--- config.mk ---
export PLATFORM = sky130hd
export DESIGN_NAME = clksel_ctrl
export DESIGN_NICKNAME = d
export VERILOG_FILES = /design/src/rtl/clksel_ctrl.sv
export SDC_FILE = /design/constraint.sdc
export NUM_CORES = 1
export LEC_CHECK = 0
export BUFFER_PORTS_ARGS = -buffer_cell sky130_fd_sc_hd__buf_2
export CAP_MARGIN = 30
export CORE_AREA = 8 8 68 70
export DETAILED_ROUTE_END_ITERATION = 8
export DIE_AREA = 0 0 76 78
export PLACE_DENSITY_LB_ADDON = 0.15
export SETUP_SLACK_MARGIN = 0.5
export SYNTH_ARGS = -nofsm -noshare
export SYNTH_HDL_FRONTEND = slang
export SYNTH_SLANG_ARGS = --single-unit
--- constraint.sdc ---
create_clock -name hsclk_in -period 6.9 [get_ports hsclk_in]
set_input_delay 0.69 -clock hsclk_in [delete_from_list [all_inputs] [get_ports hsclk_in]]
set_output_delay 0.69 -clock hsclk_in [all_outputs]
set_load 0.03 [all_outputs]
--- src/rtl/clksel_ctrl.sv ---
// High-speed / low-speed CPU clock switch sequencer.
// Decides per bus cycle whether the CPU must run from the host (low-speed)
// clock, requests the switch, waits for confirmation and then grants the
// cycle. Slow mode is held for a hysteresis window after the last slow grant,
// and divider settings are applied only while the high-speed path is idle.
module clksel_ctrl #(
  parameter int unsigned HOLD_CYCLES    = 16,
  parameter int unsigned HOLD_W         = 8,
  parameter int unsigned SWITCH_TIMEOUT = 255,
  parameter int unsigned TMO_W          = 8,
  parameter logic [3:0]  DIV_RST        = 4'h0
) (
  input  logic       hsclk_in,
  input  logic       rst,
  input  logic       req_valid,
  input  logic       req_slow,
  output logic       req_ready,
  input  logic       cfg_we,
  input  logic [4:0] cfg_wdata,
  input  logic       hsclk_selected,
  output logic       hsclk_sel,
  output logic [1:0] hsclk_div_sel,
  output logic [1:0] cpuclk_div_sel,
  output logic       timeout_err
);

  localparam logic [HOLD_W-1:0] HOLD_RELOAD = HOLD_W'(HOLD_CYCLES);
  localparam logic [TMO_W-1:0]  TMO_LIMIT   = TMO_W'(SWITCH_TIMEOUT);

  typedef enum logic [1:0] {
    ST_SLOW    = 2'd0,
    ST_WAIT_HS = 2'd1,
    ST_FAST    = 2'd2,
    ST_WAIT_LS = 2'd3
  } state_e;

  state_e            state_q;
  logic              req_ready_q;
  logic              hsclk_sel_q;
  logic              timeout_err_q;
  logic [3:0]        div_q;          // {hsclk_div_sel, cpuclk_div_sel} as applied
  logic              force_q, force_d;
  logic [3:0]        div_shadow_q, div_shadow_d;
  logic              cfg_pending_q;
  logic [HOLD_W-1:0] hold_q;
  logic [TMO_W-1:0]  tmo_q;

  logic             valid_eff;
  logic             want_slow;
  logic             pending_d;
  logic [TMO_W-1:0] tmo_inc;
  logic             tmo_expired;

  // Shadow config as seen by this cycle's decision: a write lands before the request is judged.
  always_comb begin
    // NOTE: every always_comb output gets a default first so no path leaves it unassigned (no latch).
    force_d      = force_q;
    div_shadow_d = div_shadow_q;
    if (cfg_we) begin
      force_d      = cfg_wdata[4];
      div_shadow_d = cfg_wdata[3:0];
    end
  end

  // A request seen while its grant pulse is high is the same request completing, not a new one.
  assign valid_eff   = req_valid & ~req_ready_q;
  assign want_slow   = req_slow | force_d;
  assign pending_d   = cfg_pending_q | cfg_we;
  assign tmo_inc     = tmo_q + TMO_W'(1);
  assign tmo_expired = (tmo_inc == TMO_LIMIT);

  // Switch sequencing FSM; every output is a register updated here.
  always_ff @(posedge hsclk_in) begin
    if (rst) begin
      state_q       <= ST_SLOW;
      req_ready_q   <= 1'b0;
      hsclk_sel_q   <= 1'b0;
      timeout_err_q <= 1'b0;
      div_q         <= DIV_RST;
      force_q       <= 1'b0;
      div_shadow_q  <= DIV_RST;
      cfg_pending_q <= 1'b0;
      hold_q        <= HOLD_RELOAD;
      tmo_q         <= '0;
    end else begin
      // NOTE: sequential state uses non-blocking assignments so all registers update from pre-edge values.
      force_q      <= force_d;
      div_shadow_q <= div_shadow_d;
      req_ready_q  <= 1'b0;

      unique case (state_q)
        ST_FAST: begin
          cfg_pending_q <= pending_d;
          if (valid_eff && !want_slow) begin
            req_ready_q <= 1'b1;
          end else if (valid_eff || pending_d) begin
            // Slow request, forced slow, or dividers waiting to be applied.
            hsclk_sel_q <= 1'b0;
            tmo_q       <= '0;
            state_q     <= ST_WAIT_LS;
          end
        end

        ST_WAIT_LS: begin
          if (!hsclk_selected || tmo_expired) begin
            if (hsclk_selected) timeout_err_q <= 1'b1;
            state_q       <= ST_SLOW;
            hold_q        <= HOLD_RELOAD;
            div_q         <= div_shadow_d;
            cfg_pending_q <= 1'b0;
            if (valid_eff) req_ready_q <= 1'b1;
          end else begin
            tmo_q <= tmo_inc;
          end
        end

        ST_SLOW: begin
          div_q         <= div_shadow_d;
          cfg_pending_q <= 1'b0;
          if (valid_eff && want_slow) begin
            req_ready_q <= 1'b1;
            hold_q      <= HOLD_RELOAD;
          end else if (valid_eff && hold_q != '0) begin
            // Fast request inside the hysteresis window runs at low speed.
            req_ready_q <= 1'b1;
          end else if (valid_eff || (hold_q == '0 && !force_d)) begin
            hsclk_sel_q <= 1'b1;
            tmo_q       <= '0;
            state_q     <= ST_WAIT_HS;
          end else if (hold_q != '0) begin
            hold_q <= hold_q - HOLD_W'(1);
          end
        end

        ST_WAIT_HS: begin
          cfg_pending_q <= pending_d;
          if (hsclk_selected || tmo_expired) begin
            if (!hsclk_selected) timeout_err_q <= 1'b1;
            state_q <= ST_FAST;
            // A pending slow request is left for FAST, which switches straight back.
            if (valid_eff && !want_slow) req_ready_q <= 1'b1;
          end else begin
            tmo_q <= tmo_inc;
          end
        end

        default: state_q <= ST_SLOW;
      endcase
    end
  end

  assign req_ready      = req_ready_q;
  assign hsclk_sel      = hsclk_sel_q;
  assign timeout_err    = timeout_err_q;
  assign hsclk_div_sel  = div_q[3:2];
  assign cpuclk_div_sel = div_q[1:0];

endmodule

; ---- Word level (Yosys, flattened, before mapping)
; Index checks and enable logic that the tools add are counted.
[classes]
addsub = 2
n_eq_ne = 18
n_mux = 46
n_bitwise = 4
n_reduce_logical = 24
[ops]
columns = op, n
row1 = $mux W8, 12
row2 = $pmux W8 S4, 1
row3 = $ne A2 B2 Y1 const B, 11
row4 = $mux W1, 17
row5 = $pmux W8 S2, 1
row6 = $mux W2, 7
row7 = $reduce_and A7 Y1, 2
row8 = $reduce_and A5 Y1, 2
row9 = $ne A3 B3 Y1 const B, 3
row10 = $add A8 B1 Y8 const B, 1
row11 = $eq A8 B8 Y1 const B, 1
row12 = $logic_not A8 Y1, 1
row13 = $mux W4, 2
row14 = $pmux W2 S4, 1
row15 = $pmux W4 S2, 1
row16 = $reduce_bool A8 Y1, 1
row17 = $sub A8 B1 Y8 const B, 1
row18 = $reduce_and A6 Y1, 1
row19 = $reduce_bool A2 Y1, 3
row20 = $eq A2 B2 Y1 const B, 2
row21 = $logic_and A1 B1 Y1, 4
row22 = $logic_or A1 B1 Y1, 4
row23 = $pmux W1 S2, 2
row24 = $pmux W1 S4, 1
row25 = 9 further kinds, 12
[word_totals]
reg_bits = 31
in_bits = 11

; ---- Depth between registers and ports, before layout
; Gate-level depths: netlist (run 1).
[logic_depth]
depth_word = 8
mapped_depth = 8
mapped_depth_nobuf = 8

; ---- Worst setup path before layout (run 1)
; Ideal clock, no wire load.
[synth_timing]
path_kind = input port to flip-flop
startpoint = input port cfg_we
endpoint = register tmo_q[1]
arrival_time_ps = 2365
setup_slack_ps = 4477
stages = 8
path_buffers = 2
path_cell_list = buf_2 > mux2_2 > a21o_1 > o31ai_2 > o21ai_1 > buf_2 > nor4b_1 > a31o_2
[synth_via]
elab_chain_cells = 6
elab_cells_between_ends = 15
classes_between = 4 x eq/ne / 1 x mux / 2 x bitwise / 8 x reduce/logical
[synth_rtl]
columns = item, line_no
row1 = "start, declared", 18  ; input logic cfg_we,
row2 = $mux W1, 59  ; if (cfg_we) begin
row3 = $or A1 B1 Y1 / $logic_not A1 Y1 (equally long branches), "67, 126"
row4 = $logic_not A1 Y1 / $logic_and A1 B1 Y1 (equally long branches), "94, 126"
row5 = $logic_and A1 B1 Y1 / $logic_or A1 B1 Y1 (equally long branches), "94, 126"
row6 = $ne A2 B2 Y1 (no line), --
row7 = $reduce_and A7 Y1 (no line) (*), --
row8 = "end signal, assigned", 113  ; tmo_q <= tmo_inc;
row9 = "end signal, assigned", 143  ; tmo_q <= tmo_inc;
row10 = "end, declared", 46  ; logic [TMO_W-1:0] tmo_q;
; Mark *: on every way between the ends. The rest lies on a longest branch, timed or not.
; A chain may end at the register's enable or synchronous reset.

; ---- Worst setup path in the final report (run 1)
[layout_timing]
startpoint = register tmo_q[1]
endpoint = register hold_q[2]
[layout_via]
elab_chain_cells = 5
[layout_rtl]
columns = item, line_no
row1 = $add A8 B1 Y8, 69  ; assign tmo_inc = tmo_q + TMO_W'(1);
row2 = $eq A8 B8 Y1, 70  ; assign tmo_expired = (tmo_inc == TMO_LIMIT);
row3 = $logic_or A1 B1 Y1, 105  ; if (!hsclk_selected || tmo_expired) begin
row4 = $ne A2 B2 Y1 (no line), --
row5 = $reduce_and A5 Y1 (no line), --
row6 = "end signal, assigned", 131  ; hold_q <= hold_q - HOLD_W'(1);
row7 = "end, declared", 45  ; logic [HOLD_W-1:0] hold_q;
; No other way between the ends.

==> results of run 1 <==
-- metrics by stage --
stage,cell area [um2],std cells,util [%],power (mW),setup slack (ns)
floorplan,1960,243,-,0.456,4.48
global placement,2040,294,57.4,0.508,4.07
detailed placement,2040,294,57.4,0.511,4.04
CTS,2100,301,59.0,0.621,4.08
global route,2100,301,59.0,0.668,3.88
finish,2100,301,59.0,0.619,4.03
-- layout make-up --
cell class | count | area share (%)
Tap cell | 48 | 2.87
Clock buffer | 6 | 2.45
Multi-Input combinational cell | 182 | 57.9
Sequential cell | 31 | 29.6
Inverter | 16 | 2.87
Clock inverter | 1 | 0.239
Timing Repair Buffer | 17 | 4.06
-- power by group through the flow --
stage	sequential (mW)	clock [mW]	combinational, mW
after floorplan	0.245	0	0.211
after global placement	0.237	0	0.271
after detailed placement	0.237	0	0.274
after CTS	0.233	0.114	0.275
after global routing	0.237	0.122	0.309
final	0.233	0.111	0.275
-- registers in the layout, summed over array words and instances (netlist names) --
| signal | cells |
|---|---|
| div_shadow_q | 4 |
| timeout_err | 1 |
| force_q | 1 |
| hold_q | 8 |
| hsclk_sel | 1 |
| cfg_pending_q | 1 |
| req_ready | 1 |
| tmo_q | 8 |
| div_q | 4 |
| state_q | 2 |
-- tightest hold or removal path, cell delays in order, from the launching register on --
cell and delay (ns):
dfxtp_1 0.32, nand2_1 0.05, o21ai_0 0.06
-- worst max path at each step --
stage	endpoint	slack [ns]
after CTS	hold_q[2]	4.08
after global placement	tmo_q[1]	4.07
after floorplan	tmo_q[1]	4.48
after detailed placement	tmo_q[1]	4.04
after global routing	hold_q[2]	3.88
final	hold_q[2]	4.03
-- kinds of logic after synthesis --
group	after synthesis
adder cells (fa/ha/maj)	9
AO/OA/AOI/OAI	67
flip-flops	31
buffers and inverters	30
AND/OR/NAND/NOR	100
multiplexers	6
-- per-layer routing --
| metal | wire [um] | share of wire, % |
|---|---|---|
| met1 | 2140 | 47 |
| met3 | 228 | 5.0 |
| met2 | 2140 | 47 |
| met5 | 0 | 0 |
| met4 | 55 | 1.2 |
-- cells in the mapped netlist (all sizes together), types with 2 or more instances --
master and number:
a311oi 2, mux2i 5, a21oi 8, ha 9
or2 2, inv 16, o211ai 3, nor2 27
nand4 9, nand2b 5, a211oi 7, dfxtp 31
clkbuf 7, o32ai 2, o21a 3, nor3 5
and3 2, nand3 17, nor4 4, o31ai 9
nor2b 4, a21o 2, nand2 16, and2 4
o311ai 4, o21ai 15, a31oi 3, or3 4
buf 7
==> summary.md, run 1 <==
| Metric | Value |
|---|---|
| Hold Path Origin | div_q[3] |
| Main combinational cell family by area after synthesis | compound AO/OA/AOI/OAI gates |
| Crit path largest cell delay | 0.64 ns |
| Drt total wl | around 4600 um |
| Distinct cells, synth | between 50 and 60 |
| NetSw | ~0.27 mW |
| CTS hold repair buffers | 0 |
| Asr flop ratio synth | 0% |
| Die Width | 76 um |
| # port buffers | 17 |
| Global-route met2 utilization | a little over a quarter |
| CTS root buffer | clkbuf_4 |
| Highest clock rate | approximately 0.35 GHz |
| RR Endpoint | hold_q[2] |
| Setup crit end kind | register |
| Fin crit period | approximately 2.9 ns |
| Sw Share | 43.0% |
| Worst-skew pair later-pin latency | 0.34 ns |
| CP max FO | 15 |
| Gr busiest metal | met2 |
| Synth area leader | dfxtp_1 |
| Die H | 78 um |
| Flop pwr share | 37.7% |
| Largest net degree at the start of global routing | 27 |
| Simple-gate share of the synthesized area | 25.5% |
| Unrepaired setup endpoints after global routing | no |
| Multi-input logic area | around 0.0012 mm2 |
| Outcome | completed |
| Area contributors post-synth | dfxtp_1, ha_1, nor2_1 |
| Internal power | 0.353 mW |
| Num rows | 22 |
| PwrDens | about 300 mW/mm2 |
| Fillers | between 300 and 400 |
| XOR/XNOR Fraction of Synth Area | 0% |
| Startpoint Class | register |
| Worst Setup SP | tmo_q[1] |
| WHS Endpoint | div_q[3] |
| First-pass GRT wire length | 7780 um |
| TritonCTS Sinks | 31 |
| Synth Area in Adders | under 10% |
| Synth Area in Compound Gates | between 20% and 30% |
| CP cell instances | ha_1 > nand4_1 > nor4_1 > a311oi_4 > o311ai_4 > and3_1 > a311oi_1 |
| R2R cell count | 7 |
| Met1 usage | 18.5% |
| Setup CP Type | reg2reg |
| Detail Route Antenna Nets | 0 |
| Seq/Total Area, Yosys | about a third |
| Largest delay contributor family on the critical path | simple AND/OR/NAND/NOR gates |
| Worst-path clk slew | approximately 0.1 ns |
| Effective utilization at floorplan | a little under three fifths |
| Area Growth Syn to Fin | 6.96% |
| CTS Buf Count | 5 |
| Count of buffer and inverter cells on the critical path | 0 |
| DR vias | 1789 |
| Commonest non-fill, non-tap cell in the layout | dfxtp_1 |
| RD Place Congestion | 0.862 |
| Total negative setup slack | 0 ns |
| CTS tree | yes |
| Clock share of power | 18.0% |
| Relative slew slack | between 40% and 50% |
| Drt drc | 0 |
| Final setup violation count | 0 |
| Post-DP HPWL | between 3000 and 4000 um |
| R2R Setup Slk | roughly 4 ns |
| GRT Overall Usage | between 10% and 20% |
| EDFF count, synth | 0 |
| Ys Warns | 0 |
| H-Tree Depth | 2 |
| P_leak | 0.770 nW |
| CP arrival | 3.08 ns |
| Post-CTS Repair Setup Buffers | 0 |
| DR WL/cell | about 15 um |
| Multiplexer share of the synthesized area | about 3.1% |
| Maximum VDD drop | ~0.16 mV |
| Slew Viols, Final | 0 |
| CP Depth | 7 |
| Post-CTS Resized | 0 |
| Top-area cell type share of the netlist area | 31.7% |
| Ports | 18 |
| Drt pass-1 iters | 4 |
| Post-synthesis net count | 263 |
| Period Utilization, post-route | between 40% and 50% |
| Ant diodes | 0 |
| GRT overflow | 0 |
| Die area | around 0.0059 mm2 |
| Syn Area/Cell | 8.06 um2 |
| Worst EP required | 7.11 ns |
| Ys flop type | dfxtp_1 |
| Slew at the pin closest to its max-slew limit | 0.885 ns |
| Final setup skew | between 0.006 and 0.007 ns |
| Final #Nets | approximately 270 |
| Core ar. | roughly 0.0036 mm2 |
| Comb pwr share | 44.4% |
| CP max stage cell | o311ai_4 |
| Final number of hold-violating endpoints | 0 |
| Hold WS | 0.465 ns |
| CTS max path bufs | 2 |
| Vias per cell | 5.94 |
| Initial antenna violation count | 0 |
| Reg area | 621 um2 |
| Hold Crit Class | reg2reg |
| Commonest non-fill, non-tap cells in the layout | dfxtp_1, nor2_1, nand3_1, buf_2, nand2_1 |
| Layout cells sized above 1 | between 10 and 15% |
| DRT iter0 DRCs | between 150 and 200 |
| Met3 usage | 4.38% |
| Synth Register Bits | 31 |
| Max cap viols | 0 |
| Reg2reg start | tmo_q[1] |
| Hold Path Cell Cnt | 2 |
| Mapped Area | slightly below 0.002 mm2 |
| Synthesized instance count | about 240 |
| Number of global-route vias before repair | roughly 1700 |
Power figures use the tool's default switching activity.
==> inputs of run 2 (changes only) <==
Settings changed: ABC_AREA set to 1, CORE_AREA 8 8 68 70 to 8 8 67 69, DIE_AREA 0 0 76 78 to 0 0 75 77.
Clock period 6.9 ns to 2.85 ns, I/O delays scaled along.
==> run 2 against run 1 <==
Net effect: sequential share of layout area grew 0.16 points; cell count grew 15%; synthesized cell count grew 15%; core utilization grew 0.61 points; power grew to 3.5 times the previous value; critical path depth grew 5; largest cell class unchanged; largest power group unchanged.
==> summary.md, run 2 <==
| Metric | Value |
|---|---|
| Outcome | completed |
| Vias per cell | 5.07 (-15%) |
| Area contributors post-synth | dfxtp_1, nand2_1, inv_1 |
| Top Registers | hold_q (8), tmo_q (8) |
| Main combinational cell family by area after synthesis | simple AND/OR/NAND/NOR gates |
| Total negative setup slack | 0 ns (unchanged) |
| First-pass GRT wire length | 6900 um (-11%) |
| Most frequent cell after synthesis | nand2_1 |
| # port buffers | 17 (unchanged) |
| Commonest non-fill, non-tap cell in the layout | nand2_1 |
| CP max FO | 11 (-4) |
| Die Width | 75 um (-1.3%) |
| Ys flop type | dfxtp_1 |
| Maximum VDD drop | 0.461 mV (+190%) |
| Post-route cell area | 0.00208 mm2 (-0.54%) |
| Highest clock rate | 0.512 GHz (+47%) |
| Drt pass-1 iters | 4 (unchanged) |
| H-Tree Depth | 2 (unchanged) |
| CTS max path bufs | 2 (unchanged) |
| Drt drc | 0 (unchanged) |
| Worst-path clk slew | 0.11 ns (about the same) |
| Synth area leader | dfxtp_1 |
| DRT iter0 DRCs | 84 (-48%) |
| Layout cells sized above 1 | 15.7% (+1.1 points) |
| Commonest non-fill, non-tap cells in the layout | nand2_1, inv_1, nor2_1 |
| EDFF count, synth | 0 (unchanged) |
| Multiplexer share of the synthesized area | 2.09% (-1.0 points) |
| Setup crit end kind | register |
| CTS tree | yes |
| Number of global-route vias before repair | 1566 (-9.0%) |
| Detail Route Antenna Nets | 0 (unchanged) |
| Worst-skew pair later-pin latency | 0.35 ns (about the same) |
| Post-synthesis net count | 299 (+14%) |
| Largest net degree at the start of global routing | 24 (-11%) |
| Unrepaired setup endpoints after global routing | no |
| Period Utilization, post-route | 68.6% (+27 points) |
| Ant diodes | 0 (unchanged) |
| Post-CTS Resized | 0 (unchanged) |
| Simple-gate share of the synthesized area | 41.1% (+16 points) |
| Core ar. | 0.00350 mm2 (-1.6%) |
| Slew at the pin closest to its max-slew limit | 0.426 ns (-0.459 ns) |
| Distinct cells, synth | 31 (-39%) |
| Max cap viols | 0 (unchanged) |
| Mapped Area | 0.00192 mm2 (-2.2%) |
| Num rows | 22 (unchanged) |
| Area Growth Syn to Fin | 8.75% |
| Post-placement cell area | 0.00202 mm2 (-0.86%) |
| Startpoint Class | register |
| Final #Nets | 318 (+16%) |
| GRT Overall Usage | 15.2% (-0.53 points) |
| DR vias | 1759 (-1.7%) |
| Seq/Total Area, Yosys | 32.4% (+0.70 points) |
| Pre-CTS setup slack | 0.933 ns (-3.11 ns) |
| Hold WS | 0.176 ns (-0.289 ns) |
| Post-DP HPWL | 3030 um (-9.1%) |
| P_leak | 1.03 nW (+34%) |
| Slew Viols, Final | 0 (unchanged) |
| XOR/XNOR Fraction of Synth Area | 1.37% (+1.4 points) |
| DR WL/cell | 11.6 um (-24%) |
| TritonCTS Sinks | 31 (unchanged) |
| Drt total wl | 4020 um (-12%) |
| Asr flop ratio synth | 0% (unchanged) |
| Setup ws final | 0.896 ns (-3.14 ns) |
| Ports | 18 (unchanged) |
| Initial antenna violation count | 0 (unchanged) |
| Hold Crit Class | in2reg |
| Top-area cell type share of the netlist area | 32.4% (+0.70 points) |
| CTS root buffer | clkbuf_4 |
| Post-CTS Repair Setup Buffers | 0 (unchanged) |
| Die area | 0.00578 mm2 (-2.6%) |
| Ys Warns | 0 (unchanged) |
| Synth Area in Compound Gates | 8.09% (-19 points) |
| Relative slew slack | 71.6% (+31 points) |
| CP arrival | 2.24 ns (-0.84 ns) |
| CTS hold repair buffers | 0 (unchanged) |
| Final setup skew | 0.00945 ns (+0.00336 ns) |
| RD Place Congestion | 0.889 (+3.1%) |
| Final setup violation count | 0 (unchanged) |
| Effective utilization at floorplan | 54.8% (-0.35 points) |
| Fillers | 364 (+8.7%) |
| Syn Area/Cell | 6.87 um2 (-15%) |
| Die H | 77 um (-1.3%) |
| Setup CP Type | reg2reg |
| Synthesized instance count | 279 (+15%) |
| Fin crit period | 1.95 ns (-0.915 ns) |
| Synth Area in Adders | 5.87% (+0.13 points) |
| Worst EP required | 3.13 ns (-3.98 ns) |
| PwrDens | 1050 mW/mm2 (+260%) |
| Synth Register Bits | 31 (unchanged) |
| CTS Buf Count | 5 (unchanged) |
| Most frequent cells after synthesis | nand2_1, inv_1, nor2_1 |
| GRT overflow | 0 (unchanged) |
| Final number of hold-violating endpoints | 0 (unchanged) |
[run 2: report_power, final]
group,leakage (nW),switching (mW),internal (mW)
Combinational,0.741,0.799,0.432
Sequential,0.255,0.112,0.569
Clock,0.0314,0.178,0.0986
Total,1.03,1.09,1.10
[run 2: path summary, 6_finish.rpt]
path                     start         endpoint  slack (ns)  depth (start not counted)
hold / removal    cfg_wdata[2]  div_shadow_q[2]        0.18                          3
setup reg to reg      tmo_q[1]        hold_q[2]        0.90                         12
hold reg to reg      hsclk_sel        hsclk_sel        0.47                          2
setup / recovery      tmo_q[1]        hold_q[2]        0.90                         12
[run 2: logic make-up (layout without fill, tap and decap cells)]
kind of cell,after synthesis,count (layout)
adders and majority gates,9,9
and+or+nand+nor,163,163
buffers and inverters,41,61
DFF,31,31
AOI/OAI and AO/OA,28,28
xor gates and xnor gates,3,3
muxes,4,4
[run 2: final cells by class]
type / count / area, um2 / area share [%]
well taps: 48 / 60.1 / 2.88
clock inverters: 3 / 25.0 / 1.20
flip-flops and latches: 31 / 621 / 29.8
repair buffers: 17 / 85.1 / 4.08
multi-input cells: 207 / 1120 / 53.8
inverters: 36 / 135 / 6.48
clock buffers: 5 / 37.5 / 1.80
[run 2: stage by stage]
| step | power (mW) | instances | util, % |
|---|---|---|---|
| final | 2.19 | 347 | 59.6 |
| after global routing | 2.41 | 347 | 59.6 |
| after CTS | 2.20 | 347 | 59.6 |
| after detailed placement | 1.92 | 339 | 57.8 |
| after global placement | 1.91 | 339 | 57.8 |
| after floorplan | 1.70 | 279 | - |
[run 2: critical path, cell delays in order, from the launching register on]
cell and delay, ns:
dfxtp_1 0.38, ha_1 0.23, nand2_1 0.11, inv_1 0.06, nor2_2 0.11, nand2_2 0.08
nor2_4 0.12, nand4_4 0.15, nand3_4 0.13, nand2_2 0.15, inv_1 0.17, nand2_1 0.08
a21oi_1 0.11
[run 2: metal layers]
| layer | up-vias | GRT usage (%) | routed length (um) |
|---|---|---|---|
| met2 | 27 | 23.3 | 1870 |
| met4 | 0 | 6.47 | 71 |
| met1 | 797 | 18.9 | 1920 |
| met3 | 7 | 4.42 | 164 |
| li1 | 928 | - | - |
| met5 | - | 0 | 0 |
==> inputs of run 3 (changes only) <==
Settings changed: CORE_AREA 8 8 67 69 to 8 8 70 72, DIE_AREA 0 0 75 77 to 0 0 78 80.
Clock period 2.85 ns to 1.65 ns, I/O delays scaled along.
==> run 3 against run 2 <==
Net effect: the run now ends with negative setup slack left; clock skew down 0.0051 ns; wire length grew 35%; via count up 13%; sequential power rose by 75%; sequential share of layout area shrank 7.4 points; critical path depth is 1 lower; sequential cell count is the same; count of clock-buffer cells in the layout unchanged; final area increased by 36%; combinational power rose to 3.1 times the previous value; register-to-register slack got worse by 1.0 ns.
==> summary.md, run 3 (synthesis results as in run 2) <==
| Metric | Value |
|---|---|
| CTS root buffer | clkbuf_8 |
| Final #Nets | 367 (+15%) |
| Clock share of power | 11.4% (-1.2 points) |
| PnR Total Power | 5.64 mW (+160%) |
| Vias per cell | 5.01 (-1.1%) |
| CTS hold repair buffers | 0 (unchanged) |
| Initial antenna violation count | 0 (unchanged) |
| Effective utilization at floorplan | 49.7% (-5.1 points) |
| Final setup skew | 0.00434 ns (-0.00511 ns) |
| Worst-path clk slew | 0.08 ns (-0.03 ns) |
| Detail Route Antenna Nets | 0 (unchanged) |
| Final setup violation count | 23 (+23) |
| Drt drc | 0 (unchanged) |
| RD Place Congestion | 0.904 (+1.7%) |
| Setup ws final | -0.149 ns (-1.04 ns) |
| Period Utilization, post-route | 109% (+40 points) |
| DRT iter0 DRCs | 137 (+63%) |
| Total negative setup slack | -2.38 ns (-2.38 ns) |
| PwrDens | 1990 mW/mm2 (+89%) |
| Slew at the pin closest to its max-slew limit | 0.358 ns (-0.0689 ns) |
| CTS Buf Count | 5 (unchanged) |
| R2R Setup Slk | -0.15 ns (-1.04 ns) |
| Commonest non-fill, non-tap cells in the layout | nand2_1, buf_4, nor2_1 |
| P_leak | 1.37 nW (+33%) |
| Worst EP required | 1.88 ns (-1.25 ns) |
| Placed cells | 376 (+11%) |
| Fin cells | 398 (+15%) |
| Failing checks | negative setup slack |
| Relative slew slack | 76.0% (+4.4 points) |
| GRT Overall Usage | 16.9% (+1.7 points) |
| Comb pwr share | 67.4% (+11 points) |
| Pre-CTS setup slack | -0.137 ns (-1.07 ns) |
| Core ar. | 0.00386 mm2 (+10%) |
| Setup CP Type | reg2reg |
| GRT overflow | 0 (unchanged) |
| DR vias | 1995 (+13%) |
| Area Growth Syn to Fin | 48.0% |
| Largest net degree at the start of global routing | 23 (-4.2%) |
| Layout cells sized above 1 | 44.5% (+29 points) |
| Die area | 0.00624 mm2 (+8.1%) |
| H-Tree Depth | 2 (unchanged) |
| DR WL/cell | 13.6 um (+18%) |
| CTS max path bufs | 2 (unchanged) |
| CP arrival | 2.03 ns (-0.21 ns) |
| Worst-skew pair later-pin latency | 0.29 ns (-0.06 ns) |
| CTS tree | yes |
| Maximum VDD drop | 1.08 mV (+130%) |
| Die H | 80 um (+3.9%) |
| Hold Crit Class | in2reg |
| Highest clock rate | 0.556 GHz (+8.6%) |
| Num rows | 23 (+4.5%) |
| Final number of hold-violating endpoints | 0 (unchanged) |
| Outcome | finished with violations |
| Post-DP HPWL | 3420 um (+13%) |
| Sw Share | 46.1% (-3.6 points) |
| Commonest non-fill, non-tap cell in the layout | nand2_1 |
| Startpoint Class | register |
| NetSw | 2.60 mW (+140%) |
| Drt pass-1 iters | 4 (unchanged) |
| Setup crit end kind | register |
| Drt total wl | 5430 um (+35%) |
| CP max FO | 8 (-3) |
| Max cap viols | 0 (unchanged) |
| Internal power | 3.04 mW (+180%) |
| Slew Viols, Final | 0 (unchanged) |
| # port buffers | 17 (unchanged) |
| Number of global-route vias before repair | 1958 (+25%) |
| TritonCTS Sinks | 31 (unchanged) |
| Unrepaired setup endpoints after global routing | yes |
| First-pass GRT wire length | 8580 um (+24%) |
| Ant diodes | 0 (unchanged) |
| Ports | 18 (unchanged) |
| Top Registers | hold_q (8), tmo_q (8) |
| Die Width | 78 um (+4.0%) |
| Fin crit period | 1.80 ns (-0.155 ns) |
| Flop pwr share | 21.1% (-10 points) |
## run 3: changes by cell type in the layout (fill, tap and decap cells not counted), moves of 6 or more
cell     delta
buf_6      +11
inv_1       -7
dfxtp_1     -7
a21oi_1    -10
buf_4      +35
nand2_2    +12
nand2_1    -18
a21oi_2    +10
nand3_1     -6
## run 3: through the flow
stage	util (%)	hold slack, ns	area [um2]
after floorplan	-	0.234	1950
after global placement	60.2	0.420	2320
after detailed placement	60.2	0.427	2320
after CTS	68.6	0.122	2640
after global routing	73.6	0.162	2840
final	73.6	0.125	2840
## run 3: power groups by stage
stage | Clock (mW) | Combinational [mW] | Sequential, mW
floorplan | 0 | 1.77 | 1.25
global placement | 0 | 2.76 | 1.17
global route | 0.670 | 4.15 | 1.23
finish | 0.645 | 3.80 | 1.19
CTS | 0.650 | 3.25 | 1.17
detailed placement | 0 | 2.77 | 1.17
## run 3: worst paths after layout
check                         end          from  cells past startpoint
setup / recovery         tmo_q[6]      tmo_q[2]                     11
hold reg to reg         hsclk_sel     hsclk_sel                      2
hold / removal    div_shadow_q[1]  cfg_wdata[1]                      3
setup reg to reg         tmo_q[6]      tmo_q[2]                     11
## run 3: worst max-delay path, stage by stage (launching register included)
cell and delay [ns]:
dfxtp_2 0.38, buf_4 0.16, nand3_2 0.09, o21bai_1 0.22
nand2_2 0.11, nand4_4 0.15, nand2_2 0.08, nand2_4 0.13
nand3_4 0.17, nand2_2 0.10, nand2_2 0.04, nor2_1 0.10
## run 3: what timing repair did
action                                  4_1_cts  5_1_grt
cloned                                        0        0
resized for setup                            33       49
pin swaps                                    21       28
buffers inserted                             11        3
endpoints found under the setup margin       26       26
## run 3: per-layer routing
layer	vias to the layer above	wire length [um]	GRT usage (%)
li1	1026	-	-
met1	922	2280	18.9
met2	32	2810	30.3
met3	15	174	3.27
met4	0	163	7.78
met5	-	0	0
## run 3: layout make-up
type,instances,area [um2]
multi-input combinational,207,1370
fill,308,1020
sequential,31,634
timing repair buffer,66,532
inverter,36,150
clock buffer,5,68.8
tap,50,62.6
clock inverter,3,23.8
